[config.mk]
export PLATFORM = sky130hd
export DESIGN_NAME = alu_sequencer
export DESIGN_NICKNAME = d
export VERILOG_FILES = /design/src/rtl/alu_sequencer.sv
export SDC_FILE = /design/constraint.sdc
export NUM_CORES = 1
export LEC_CHECK = 0
export CORE_ASPECT_RATIO = 1.5
export CORE_MARGIN = 5
export CORE_UTILIZATION = 56
export CTS_CLUSTER_DIAMETER = 120
export CTS_CLUSTER_SIZE = 24
export DETAILED_ROUTE_END_ITERATION = 16
export DONT_BUFFER_PORTS = 1
export PLACE_DENSITY = 0.78
export SLEW_MARGIN = 15
export SYNTH_ARGS = -nofsm -noshare
export SYNTH_HDL_FRONTEND = slang
export SYNTH_SLANG_ARGS = --single-unit
export TNS_END_PERCENT = 10
[constraint.sdc]
create_clock -name clk -period 3.6 [get_ports clk]
set_input_delay 1.08 -clock clk [delete_from_list [all_inputs] [get_ports clk]]
set_output_delay 1.08 -clock clk [all_outputs]
set_load 0.02 [all_outputs]
[src/rtl/alu_sequencer.sv]
// Three-state instruction sequencer that drives an external ALU from a 4-entry register file.
// Instructions are accepted in IDLE, execute in EXEC and retire (done pulse) in WB.
module alu_sequencer #(
    parameter int WIDTH = 8
) (
    input  logic             clk,
    input  logic             reset,
    input  logic             in_valid,
    output logic             in_ready,
    input  logic [2:0]       in_op,
    input  logic [1:0]       in_rd,
    input  logic [1:0]       in_rs1,
    input  logic [1:0]       in_rs2,
    input  logic [WIDTH-1:0] in_imm,
    output logic [WIDTH-1:0] alu_a,
    output logic [WIDTH-1:0] alu_b,
    output logic [1:0]       alu_ctrl,
    output logic [2:0]       alu_ctrl2,
    input  logic [WIDTH-1:0] alu_y,
    input  logic             alu_cout,
    input  logic             alu_zero,
    output logic             done,
    output logic             flag_c,
    output logic             flag_z,
    input  logic [1:0]       dbg_addr,
    output logic [WIDTH-1:0] dbg_data
);

    localparam logic [2:0] OP_ADD = 3'b000;
    localparam logic [2:0] OP_SUB = 3'b001;
    localparam logic [2:0] OP_AND = 3'b010;
    localparam logic [2:0] OP_OR  = 3'b011;
    localparam logic [2:0] OP_CMP = 3'b100;
    localparam logic [2:0] OP_MOV = 3'b101;
    localparam logic [2:0] OP_LDI = 3'b110;

    localparam logic [2:0] SEL_AND = 3'b000;
    localparam logic [2:0] SEL_OR  = 3'b001;
    localparam logic [2:0] SEL_ADD = 3'b010;

    localparam logic [1:0] CTRL_ADD = 2'b00;
    localparam logic [1:0] CTRL_SUB = 2'b01;

    typedef enum logic [1:0] {
        S_IDLE = 2'd0,
        S_EXEC = 2'd1,
        S_WB   = 2'd2
    } state_t;

    state_t           r_state;
    state_t           w_state_nxt;

    logic [2:0]       r_op;
    logic [1:0]       r_rd;
    logic [1:0]       r_rs1;
    logic [1:0]       r_rs2;
    logic [WIDTH-1:0] r_imm;

    logic [WIDTH-1:0] r_regs [4];
    logic             r_flag_c;
    logic             r_flag_z;

    logic             w_accept;
    logic             w_reg_we;
    logic             w_flag_we;
    logic [WIDTH-1:0] w_reg_wdata;
    logic [WIDTH-1:0] w_src1;
    logic [WIDTH-1:0] w_src2;

    // Operands come from the register file before the EXEC-edge write, so rd==rs reads the old value.
    assign w_src1   = r_regs[r_rs1];
    assign w_src2   = r_regs[r_rs2];
    assign w_accept = in_valid && in_ready;

    always_comb begin
        w_state_nxt = r_state;
        in_ready    = 1'b0;
        done        = 1'b0;
        alu_a       = '0;
        alu_b       = '0;
        alu_ctrl    = CTRL_ADD;
        alu_ctrl2   = SEL_AND;
        w_reg_we    = 1'b0;
        w_flag_we   = 1'b0;
        w_reg_wdata = alu_y;
        case (r_state)
            S_IDLE: begin
                in_ready = 1'b1;
                if (in_valid) begin
                    w_state_nxt = S_EXEC;
                end
            end
            S_EXEC: begin
                w_state_nxt = S_WB;
                case (r_op)
                    OP_ADD: begin
                        alu_a     = w_src1;
                        alu_b     = w_src2;
                        alu_ctrl2 = SEL_ADD;
                        w_reg_we  = 1'b1;
                        w_flag_we = 1'b1;
                    end
                    OP_SUB, OP_CMP: begin
                        alu_a     = w_src1;
                        alu_b     = w_src2;
                        alu_ctrl  = CTRL_SUB;
                        alu_ctrl2 = SEL_ADD;
                        w_reg_we  = (r_op == OP_SUB);
                        w_flag_we = 1'b1;
                    end
                    OP_AND: begin
                        alu_a     = w_src1;
                        alu_b     = w_src2;
                        alu_ctrl2 = SEL_AND;
                        w_reg_we  = 1'b1;
                        w_flag_we = 1'b1;
                    end
                    OP_OR: begin
                        alu_a     = w_src1;
                        alu_b     = w_src2;
                        alu_ctrl2 = SEL_OR;
                        w_reg_we  = 1'b1;
                        w_flag_we = 1'b1;
                    end
                    OP_MOV: begin
                        alu_a     = w_src1;
                        alu_ctrl2 = SEL_ADD;
                        w_reg_we  = 1'b1;
                        w_flag_we = 1'b1;
                    end
                    OP_LDI: begin
                        w_reg_we    = 1'b1;
                        w_reg_wdata = r_imm;
                    end
                    default: begin
                    end
                endcase
            end
            S_WB: begin
                done        = 1'b1;
                w_state_nxt = S_IDLE;
            end
            default: begin
                w_state_nxt = S_IDLE;
            end
        endcase
    end

    always_ff @(posedge clk) begin
        if (reset) begin
            r_state <= S_IDLE;
        end else begin
            r_state <= w_state_nxt;
        end
    end

    // The instruction latch only holds data; reset forces IDLE so a stale value is never used.
    always_ff @(posedge clk) begin
        if (w_accept) begin
            r_op  <= in_op;
            r_rd  <= in_rd;
            r_rs1 <= in_rs1;
            r_rs2 <= in_rs2;
            r_imm <= in_imm;
        end
    end

    always_ff @(posedge clk) begin
        if (reset) begin
            for (int i = 0; i < 4; i++) begin
                r_regs[i] <= '0;
            end
            r_flag_c <= 1'b0;
            r_flag_z <= 1'b0;
        end else begin
            if (w_reg_we) begin
                r_regs[r_rd] <= w_reg_wdata;
            end
            if (w_flag_we) begin
                r_flag_c <= alu_cout;
                r_flag_z <= alu_zero;
            end
        end
    end

    assign flag_c   = r_flag_c;
    assign flag_z   = r_flag_z;
    assign dbg_data = r_regs[dbg_addr];

endmodule

==> results of run 1 <==
-- routing by layer --
layer | wire length, um | GRT usage [%]
met5 | 0 | 0
met4 | 149 | 8.576
met3 | 389 | 6.329
met2 | 3028 | 31.35
met1 | 1951 | 20.43
-- worst paths after layout --
check,cells past startpoint,slack [ps],from,to
worst max-delay path,2,670,flip-flop,alu_a[3]
worst min-delay path,1,480,r_rs1[1],flip-flop
worst max register to register,3,1650,r_state[1],r_imm[6]
worst min register to register,1,480,r_rs1[1],flip-flop
-- kinds of logic after synthesis --
kind of cell	Yosys count
and+or+nand+nor	68
DFF	57
muxes	36
buffers and inverters	18
AOI/OAI and AO/OA	10
xor gates and xnor gates	2
other	1
-- state kept, by name, indices dropped and copies added (netlist names), 2 cells and up, named ones only --
signal and count:
r_op 3, r_rd 2, r_rs2 2, r_rs1 2, r_imm 8, r_state 2, r_regs 32
-- report_power, final --
part	switching [mW]	internal (mW)	total, mW
clock network	0.225	0.262	0.488
logic	0.0854	0.0758	0.161
registers	0.0414	0.758	0.799
total	0.352	1.10	1.45
-- layout make-up --
cell class | instances | area (um2) | share of cell area, %
Clock buffer | 12 | 145.1 | 4.706
Clock inverter | 4 | 18.77 | 0.6085
Inverter | 4 | 15.01 | 0.4868
Multi-Input combinational cell | 118 | 1166 | 37.81
Sequential cell | 57 | 1632 | 52.90
Tap cell | 68 | 85.08 | 2.759
Timing Repair Buffer | 3 | 22.52 | 0.7302
-- critical path, stage by stage, from the launching register on --
cell and delay, ps:
dfxtp_1 680, mux4_2 570, and3_1 270
-- metrics by stage --
step | area, um2 | utilization (%)
2_1_floorplan | 2887 | -
3_3_place_gp | 2920 | 57.43
3_5_place_dp | 2920 | 57.43
4_1_cts | 3084 | 60.65
5_1_grt | 3084 | 60.65
6_report | 3084 | 60.65
-- placed cells by master (no fill, tap or decap), types with 4 or more instances in the layout --
master / count
edfxtp_1: 49
nor2_1: 34
mux4_2: 24
and3_1: 17
clkbuf_8: 10
mux2i_1: 8
dfxtp_1: 8
nand2_1: 6
mux2_2: 4
==> flow_summary_export.csv, run 1 <==
group,metric,value,unit
run,cap_violations,0,
drt,drc,0,
clocking,cts_buffers,9,
grt,grt_pass1_wl,8.804,mm
yosys,synthMuxAreaShare,23.09,%
floorplan,initial_core_util,56.69,%
drt,drt-pass1-iter-count,5,
drt,viasPerCell,6.049,
critical_path,crit_fanout,8,
final_layout,nNetsFinal,225,
hold_path,hold_class,"flip-flop to flip-flop",
floorplan,placementRows,32,
power,p_total,1.448,mW
yosys,yosysSeqAreaShare,56.60,%
placed_design,dp.cells,250,
yosys,avgSynthCellArea,15.01,um2
clocking,root_buffer,"clkbuf_8",
drt,finalWirelength,5.519,mm
placed_design,place_ws,880.3,ps
yosys,syn_area,0.002883,mm2
yosys,syn_inst,192,
yosys,synth_cell_types,30,
placed_design,dpl.hpwl,4.281,mm
sta,final-hold-violation-count,0,
yosys,ys.flop_type,"edfxtp_1",
drt,drtIter0Drc,57,
final_layout,layout.cells.non_filler,266,
yosys,synth_top_family_by_area,"multiplexers",
critical_path,cp-start-kind,"flip-flop",
critical_path,critPathKind,"flip-flop to output pin",
placed_design,port_buffers,0,
sta,final.setup_skew,6.002,ps
sta,min_period,2933,ps
floorplan,pin_count,65,
outcome,status,"complete, no violations",
placed_design,place.gp.congestion,0.8070,
sta,period_share,81.47,%
drt,routedWlPerCell,20.75,um
sta,max_clock_freq,341.0,MHz
yosys,synth_compound_area_share,4.210,%
yosys,ys_warn_count,0,
sta,rsz0062_at_grt,"no",
clocking,cts_num_sinks,57,
yosys,synth_common_cells,"edfxtp_1 (49), nor2_1 (34), mux4_2 (24), and3_1 (17)",
grt,grt_max_degree,19,
power,power_leakage,1.160,nW
critical_path,critPathCaptureType,"output pin",
grt,grt_usage,18.64,%
yosys,synthXorXnorAreaFrac,1.259,%
sta,slew_violations,0,
sta,whs,477.5,ps
sta,worst_pin_slew,723.3,ps
grt,grt_overflow,0,
clocking,cts_hold_buf,0,
clocking,ctsResizeCount,0,
yosys,ys_top_cells_by_area,"edfxtp_1 (51%), mux4_2 (19%), dfxtp_1 (5.6%)",
yosys,async_reset_ff_share,0,%
floorplan,die_area,0.006712,mm2
yosys,yosysTopAreaCell,"edfxtp_1",
final_layout,num_antenna_cells,0,
yosys,synth-edff-count,49,
final_layout,area_growth,6.988,%
floorplan,die_h,97.88,um
critical_path,crit_required,2520,ps
grt,antenna_found_initial,0,
critical_path,worstPathArrival,1850,ps
clocking,clk_pin_slew,60,ps
grt,first_global_vias,1702,
yosys,synth_top_area_share,51.04,%
sta,finalSetupViolCount,0,
power,powerDensity,469.4,mW/mm2
sta,finalSetupTns,0,ps
drt,drtAntennaViolNets,0,
floorplan,die_w,68.58,um
final_layout,nFillCells,411,
floorplan,core_area,0.005085,mm2
final_layout,drive_above_1_share,25.25,%
yosys,synth-seq-cells,57,
sta,fin_ws,667.1,ps
clocking,insertion_delay,330,ps
clocking,cts-htree-levels,3,
yosys,yosys.cell_count.top_type,"edfxtp_1",
clocking,ctsLongestPathBuffers,2,
yosys,yosys.area_share.simple,11.63,%
sta,max_slew_margin,51.78,%
clocking,postCtsSetupBuffers,0,
clocking,cts_tree,"built",
power,peakVddDrop,0.2932,mV
yosys,synthAdderAreaFrac,0,%
drt,num_vias,1609,
Note: power is estimated with default switching activity, not from simulation.
==> run 2, diff against run 1 <==
Settings changed: PLACE_DENSITY 0.78 to 0.81.
Clock period 3.6 ns to 2.5 ns, I/O delays scaled along.
==> run 2 against run 1 <==
- critical path depth up 1
- global-route usage is 0.86 points lower
- non-clock buffer count up 7
- sequential cell count unchanged
- power rose by 42%
- hold slack got worse by 5.7 ps
- via count increased by 0.31%
- sequential power is 41% higher
- largest power group unchanged
- clock skew up 2.8 ps
- register-to-register slack got worse by 1100 ps
- utilization is 0.76 points higher
==> flow_summary_export.csv, run 2 (same netlist as run 1, synthesis figures left out) <==
group,metric,value,unit
outcome,status,"complete, no violations",
drt,drtAntennaViolNets,0,
placed_design,dpl.hpwl,4.381,mm
drt,num_vias,1614,
clocking,root_buffer,"clkbuf_8",
placed_design,dp.cells,257,
sta,slew_violations,0,
sta,final.setup_skew,8.767,ps
power,p_total,2.057,mW
floorplan,die_h,97.88,um
final_layout,area_growth,8.333,%
grt,grt_usage,17.78,%
critical_path,crit_fanout,8,
grt,first_global_vias,1673,
power,peakVddDrop,0.4610,mV
placed_design,placed_cell_area,0.002973,mm2
clocking,postCtsSetupBuffers,0,
sta,final-hold-violation-count,0,
final_layout,drive_above_1_share,25.85,%
placed_design,place.gp.congestion,0.8787,
sta,fin_ws,107.7,ps
clocking,cts-htree-levels,3,
final_layout,largest_register,"r_regs",
floorplan,initial_core_util,56.69,%
placed_design,place_ws,392.5,ps
clocking,clk_pin_slew,60,ps
grt,grt_overflow,0,
drt,dr_wl_met3,396,um
drt,drt-pass1-iter-count,4,
final_layout,num_antenna_cells,0,
floorplan,core_area,0.005085,mm2
sta,whs,471.7,ps
floorplan,die_w,68.58,um
power,power_leakage,1.181,nW
floorplan,pin_count,65,
drt,routedWlPerCell,20.14,um
grt,antenna_found_initial,0,
sta,max_slew_margin,64.68,%
sta,worst_pin_slew,528.2,ps
placed_design,port_buffers,0,
critical_path,cp-start-kind,"flip-flop",
sta,max_clock_freq,418.0,MHz
clocking,cts_num_sinks,57,
clocking,cts_buffers,9,
grt,grt_max_degree,20,
final_layout,nNetsFinal,232,
grt,grt_pass1_wl,8.424,mm
clocking,cts_tree,"built",
final_layout,layout.cells.non_filler,273,
run,cap_violations,0,
clocking,insertion_delay,320,ps
floorplan,die_area,0.006712,mm2
floorplan,placementRows,32,
drt,drc,0,
final_layout,layout_common_cells,"edfxtp_1 (49), nor2_1 (34), mux4_2 (24)",
final_layout,postLayoutCellArea,0.003123,mm2
drt,met2WireLength,3.148,mm
critical_path,r2r_start,"r_op[0]",
drt,drt-met1-wl,1.882,mm
clocking,ctsResizeCount,0,
critical_path,critPathCaptureType,"output pin",
drt,viasPerCell,5.912,
sta,finalSetupTns,0,ps
hold_path,hold_class,"flip-flop to flip-flop",
drt,routed.top_layer,"met4",
hold_path,hold_start,"r_rs2[0]",
final_layout,final_common_cell,"edfxtp_1",
critical_path,worstPathArrival,1640,ps
sta,period_share,95.69,%
drt,drtIter0Drc,103,
critical_path,crit_required,1750,ps
drt,finalWirelength,5.497,mm
final_layout,largest_reg_flops,32,
sta,rsz0062_at_grt,"no",
final_layout,reg.largest.list,"r_regs: 32 flops, r_imm: 8 flops, r_op: 3 flops",
clocking,cts_hold_buf,0,
clocking,ctsLongestPathBuffers,2,
sta,finalSetupViolCount,0,
critical_path,critPathKind,"flip-flop to output pin",
critical_path,crit_path_start,"r_op[0]",
sta,min_period,2392,ps
final_layout,utilization,61.42,%
power,powerDensity,658.5,mW/mm2
-- run 2: cell count changes in the layout (fill, tap and decap cells not counted), sizes merged --
cell / previous run / this run
buf: 3 / 10
clkinv: 5 / 3
clkbuf: 12 / 14
-- run 2: path summary, 6_finish.rpt --
check | end | slack [ps] | cells after the start
max | alu_b[4] | 110 | 3
min | flip-flop | 470 | 1
max reg2reg | r_regs[1][0] | 580 | 3
min reg2reg | flip-flop | 470 | 1
-- run 2: routing by layer --
metal | vias up | global-route usage [%]
li1 | 751 | -
met1 | 785 | 19.18
met2 | 73 | 30.76
met3 | 5 | 4.373
met4 | 0 | 9.188
met5 | - | 0
-- run 2: final cells by class --
class	instances	area [um2]
clock buffers	14	142.6
well taps	68	85.08
flip-flops and latches	57	1632
fillers	409	1962
repair buffers	10	75.07
clock inverters	2	7.507
multi-input cells	118	1166
inverters	4	15.01
-- run 2: where the power goes --
| part | switching (mW) | total [mW] | internal (mW) |
|---|---|---|---|
| registers | 0.0439 | 1.13 | 1.09 |
| clock network | 0.309 | 0.663 | 0.354 |
| logic | 0.140 | 0.259 | 0.119 |
-- run 2: worst max-delay path: stages, from the launching register on --
cell and delay (ps):
edfxtp_1 500, o21ai_0 330, buf_4 210, and3_1 280
==> run 3, diff against run 2 <==
Settings changed: CORE_UTILIZATION 56 to 49, PLACE_DENSITY 0.81 to 0.73.
==> run 3 against run 2 <==
- critical endpoint is now alu_b[5]
- clock power grew 57%
- global-route usage fell by 0.090 points
- sequential share of layout area fell by 1.5 points
- largest cell class unchanged
==> flow_summary_export.csv, run 3 (same netlist as run 1, synthesis figures left out) <==
group,metric,value,unit
outcome,status,"complete, no violations",
drt,routedWlPerCell,21.87,um
final_layout,reg.largest.list,"r_regs: 32 flops, r_imm: 8 flops, r_op: 3 flops",
sta,period_share,96.16,%
drt,drtIter0Drc,105,
clocking,cts_num_sinks,57,
drt,drc,0,
final_layout,area_growth,11.46,%
placed_design,dpl.hpwl,4.755,mm
grt,first_global_vias,1832,
critical_path,critPathKind,"flip-flop to output pin",
clocking,postCtsSetupBuffers,0,
sta,finalSetupTns,0,ps
final_layout,utilization,55.54,%
drt,drt-pass1-iter-count,4,
clocking,insertion_delay,340,ps
critical_path,cp-start-kind,"flip-flop",
placed_design,place.gp.congestion,0.8435,
drt,drtAntennaViolNets,0,
power,powerDensity,757.5,mW/mm2
grt,antenna_found_initial,0,
sta,final.setup_skew,5.581,ps
final_layout,layout.cells.non_filler,276,
sta,rsz0062_at_grt,"no",
sta,slew_violations,0,
final_layout,largest_register,"r_regs",
critical_path,worstPathArrival,1650,ps
drt,viasPerCell,6.022,
drt,num_vias,1662,
sta,worst_pin_slew,520.5,ps
clocking,root_buffer,"clkbuf_8",
hold_path,hold_start,"reset",
hold_path,hold_end,"flag_c",
grt,grt_max_degree,22,
clocking,clk_pin_slew,60,ps
placed_design,place_ws,397.7,ps
sta,finalSetupViolCount,0,
final_layout,largest_reg_flops,32,
final_layout,drive_above_1_share,28.92,%
grt,grt_pass1_wl,9.991,mm
floorplan,die_w,72.63,um
floorplan,die_area,0.007549,mm2
floorplan,core_area,0.005786,mm2
power,peakVddDrop,0.4480,mV
placed_design,placed_cell_area,0.002970,mm2
final_layout,nNetsFinal,231,
grt,grt_usage,17.69,%
run,cap_violations,0,
placed_design,port_buffers,0,
final_layout,nFillCells,491,
placed_design,dp.cells,260,
critical_path,r2r_start,"r_op[0]",
clocking,cts_hold_buf,0,
floorplan,initial_core_util,49.83,%
drt,finalWirelength,6.037,mm
clocking,cts-htree-levels,3,
clocking,ctsResizeCount,0,
critical_path,critPathCaptureType,"output pin",
floorplan,pin_count,65,
floorplan,die_h,103.9,um
hold_path,hold_class,"input port to flip-flop",
sta,min_period,2404,ps
power,power_leakage,1.229,nW
critical_path,crit_required,1750,ps
sta,max_slew_margin,65.20,%
clocking,cts_buffers,9,
critical_path,ff2ff_path_depth,3,
clocking,ctsLongestPathBuffers,2,
power,p_total,2.434,mW
floorplan,placementRows,34,
critical_path,crit_fanout,8,
sta,final-hold-violation-count,0,
final_layout,postLayoutCellArea,0.003213,mm2
final_layout,final_common_cell,"edfxtp_1",
clocking,cts_tree,"built",
grt,grt_overflow,0,
final_layout,layout_common_cells,"edfxtp_1 (49), nor2_1 (34), mux4_2 (24)",
sta,whs,480.0,ps
critical_path,r2r_end,"r_regs[0][3]",
sta,max_clock_freq,416.0,MHz
critical_path,rrSetupSlack,580,ps
hold_path,holdPathStages,1,
final_layout,num_antenna_cells,0,
sta,fin_ws,95.89,ps
run 3: where the power goes:
group	internal, mW	switching [mW]
clock network	0.683	0.354
logic	0.118	0.143
registers	1.09	0.0467
total	1.89	0.543
run 3: worst max path at each step:
stage,startpoint,end,slack (ps),depth (start not counted)
after CTS,flip-flop,alu_b[5],60,3
after global routing,flip-flop,alu_a[6],10,3
after floorplan,dbg_addr[0],dbg_data[0],170,2
after detailed placement,reset,r_regs[0][4],400,3
after global placement,dbg_addr[0],dbg_data[5],430,1
final,flip-flop,alu_b[5],100,3
run 3: final cells by class:
type,count,area (um2),area share (%)
Inverter,4,15.01,0.4673
Clock inverter,6,105.1,3.271
Sequential cell,57,1632,50.78
Tap cell,72,90.09,2.804
Clock buffer,10,137.6,4.283
Multi-Input combinational cell,118,1166,36.29
Timing Repair Buffer,9,67.56,2.103
run 3: routing by layer:
layer / part of all wire, % / track usage [%] / up-vias
li1: - / - / 749
met1: 34 / 19.64 / 819
met2: 56 / 29.97 / 78
met3: 7.2 / 5.513 / 16
met4: 2.7 / 8.443 / 0
met5: 0 / 0 / -
run 3: worst max-delay path, stage by stage, from the launching register on:
cell and delay, ps:
dfxtp_1 310, buf_4 210, mux4_2 530, and3_1 270
==> RTL change, RTL diff (settings of run 2) <==
Register the output `dbg_data`, with the module's reset; this adds one clock of latency there. The other outputs are not delayed to match.
--- a/src/rtl/alu_sequencer.sv
+++ b/src/rtl/alu_sequencer.sv
@@ -185,7 +185,13 @@
 
     assign flag_c   = r_flag_c;
     assign flag_z   = r_flag_z;
-    assign dbg_data = r_regs[dbg_addr];
+    always_ff @(posedge clk) begin
+        if (reset) begin
+            dbg_data <= '0;
+        end else begin
+            dbg_data <= r_regs[dbg_addr];
+        end
+    end
 
 endmodule
 
Behaviour: not the same (Yosys sat finds a counterexample within 4 cycles, from zero or initial values and one cycle with reset high).
==> RTL change against run 2 <==
Cell area is 8.2% higher. Register-to-register slack improved by 0.08 ns. Wire length grew 17%. Sequential cell count up 8. Power grew 10%. Synthesized area up 8.0%. Worst setup slack got worse by 0.021 ns. Count of clock-buffer cells in the layout decreased by 4. Critical endpoint is now alu_b[7]. Largest cell class unchanged. Largest power group unchanged.
==> RTL change: results (changes against run 2) <==
status - finished clean (unchanged)
average size of a mapped cell - 14.15 µm² (was 15.01 µm²)
DR WL/cell - 21.22 µm (was 20.14 µm)
H-tree Lvls - 3 (unchanged)
Max VDD drop - 0.4703 mV (was 0.4610 mV)
Hold-fix buffers, CTS - 0 (unchanged)
WP data arrival - 1.66 ns (was 1.64 ns)
# fillers - 420 (was 409)
Clk Tree Root Cell - clkbuf_8 (unchanged)
EDFF count, synth - 49 (unchanged)
Max stage delay on crit path - 0.52 ns (was 0.50 ns)
switching share of power - 25.21% (was 23.97%)
Placed Area - 3217 µm² (was 2973 µm²)
gpl congestion - 0.7582 (was 0.8787)
post-cts resize count - 0 (unchanged)
largest net degree at the start of global routing - 20 (unchanged)
count leader, synth - edfxtp_1 (unchanged)
CP Max Fanout - 5 (was 8)
GR Util All Layers - 19.11% (was 17.78%)
Yosys cell types - 32 (was 30)
Worst-path clk slew - 0.07 ns
global-route wire length before repair - 10170 µm (was 8424 µm)
Fin Clk Skew - 0.01257 ns (was 0.008767 ns)
yosys warns - 0 (unchanged)
layout cell share with drive strength beyond 1 - 27.90% (was 25.85%)
final hold viol count - 0 (unchanged)
Non-Filler Instances - 303 (was 273)
CP max-delay cell - mux4_2 (was edfxtp_1)
post-synthesis sequential area ratio - 57.56% (was 56.60%)
vias per std cell - 6.317 (was 5.912)
synth top area cells - edfxtp_1 (47%), mux4_2 (17%), dfxtp_1 (10%) (was edfxtp_1 (51%), mux4_2 (19%), dfxtp_1 (5.6%))
Post-DP HPWL - 4978 µm (was 4381 µm)
asr flop ratio synth - 0% (unchanged)
vias in the first global route - 2060 (was 1673)
Pre-antenna DRT Iters - 4 (unchanged)
diode count - 0 (unchanged)
max-slew violations - 0 (unchanged)
# placed instances - 287 (was 257)
clk buf depth - 2 (unchanged)
Leakage Power - 1.224 nW (was 1.181 nW)
Final Util - 62.01% (was 61.42%)
Min-Delay Path Class - reg -> reg (unchanged)
initial antenna violation count - 0 (unchanged)
Port Buffer Count - 0 (unchanged)
insertion delay to the later sink of the worst-skew pair - 0.34 ns (was 0.32 ns)
synth cell count leaders - edfxtp_1 (49), a21oi_1 (34), mux4_2 (24), and3_1 (16), dfxtp_1 (16) (was edfxtp_1 (49), nor2_1 (34), mux4_2 (24), and3_1 (17))
Setup Buffers After CTS - 0 (unchanged)
Worst-Margin Slew - 0.5712 ns (was 0.5282 ns)
DP Worst Slack - 0.4421 ns (was 0.3925 ns)
nets - 260 (was 232)
CTS buffer count - 9 (unchanged)
Remaining DRCs - 0 (unchanged)
DR iter-0 viols - 73 (was 103)
Top Family by Delay on Critical Path - multiplexers (was flip-flops)
biggest registers after layout - r_regs x32, dbg_data x8, r_imm x8 (was r_regs x32, r_imm x8, r_op x3)
RTL change: cell count changes in the layout (fill, tap and decap cells not counted), moves of 2 or more:
cell       delta
clkinv_2      +3
nor2_1       -33
and2_1        +7
a21oi_1      +32
inv_1         +2
clkbuf_1      -4
o2111ai_2     +3
dfxtp_1       +8
mux2i_1       -8
nand3_1       +8
buf_4         +2
clkinv_1      -2
o21ai_0       +8
o2111ai_4     -3
RTL change: layout make-up:
class                           instances  share of cell area (%)
Inverter                                5                  0.5554
Timing Repair Buffer                   12                   2.666
Multi-Input combinational cell        135                   36.36
Sequential cell                        65                   53.02
Clock buffer                           10                   3.776
Tap cell                               70                   2.592
Clock inverter                          6                   1.037
RTL change: worst reg2reg max path, delay by kind of cell, from the launching register on:
family | cells | cell delay (ns)
flip-flops | 1 | 0.49
AO/OA/AOI/OAI | 1 | 0.15
AND/OR/NAND/NOR | 1 | 0.36
XOR/XNOR | 1 | 0.27
buffers and inverters | 1 | 0.22
RTL change: final timing paths:
| kind | startpoint | endpoint | slack, ns | cells after the start |
|---|---|---|---|---|
| worst max register to register | r_op[0]$_DFFE_PP_ | r_regs[3][6]$_DFFE_PP_ | 0.66 | 4 |
| worst min-delay path | r_rs1[1]$_DFFE_PP_ | flop | 0.47 | 1 |
| worst max-delay path | flop | alu_b[7] | 0.09 | 3 |
| worst min register to register | r_rs1[1]$_DFFE_PP_ | flop | 0.47 | 1 |
RTL change: cell families after synthesis:
kind of cell	Yosys count	synth area share, %
other cells	1	0.1205
flops	65	57.56
simple gates	53	10.49
compound gates	50	9.123
buf+inv	21	3.095
xor+xnor	2	0.8041
mux	28	18.81
RTL change: routing by layer:
metal	vias up	track usage (%)	wire length, µm
met5	-	0	0
met3	15	5.760	446
met2	94	34.17	3640
met4	0	11.29	163
li1	879	-	-
met1	926	19.48	2178
RTL change: power by group through the flow:
| stage | Sequential [mW] | Combinational, mW | Clock, mW |
|---|---|---|---|
| floorplan | 1.28 | 0.214 | 0 |
| global placement | 1.30 | 0.230 | 0 |
| detailed placement | 1.31 | 0.237 | 0 |
| CTS | 1.29 | 0.238 | 0.766 |
| global route | 1.29 | 0.257 | 0.805 |
| finish | 1.29 | 0.236 | 0.743 |
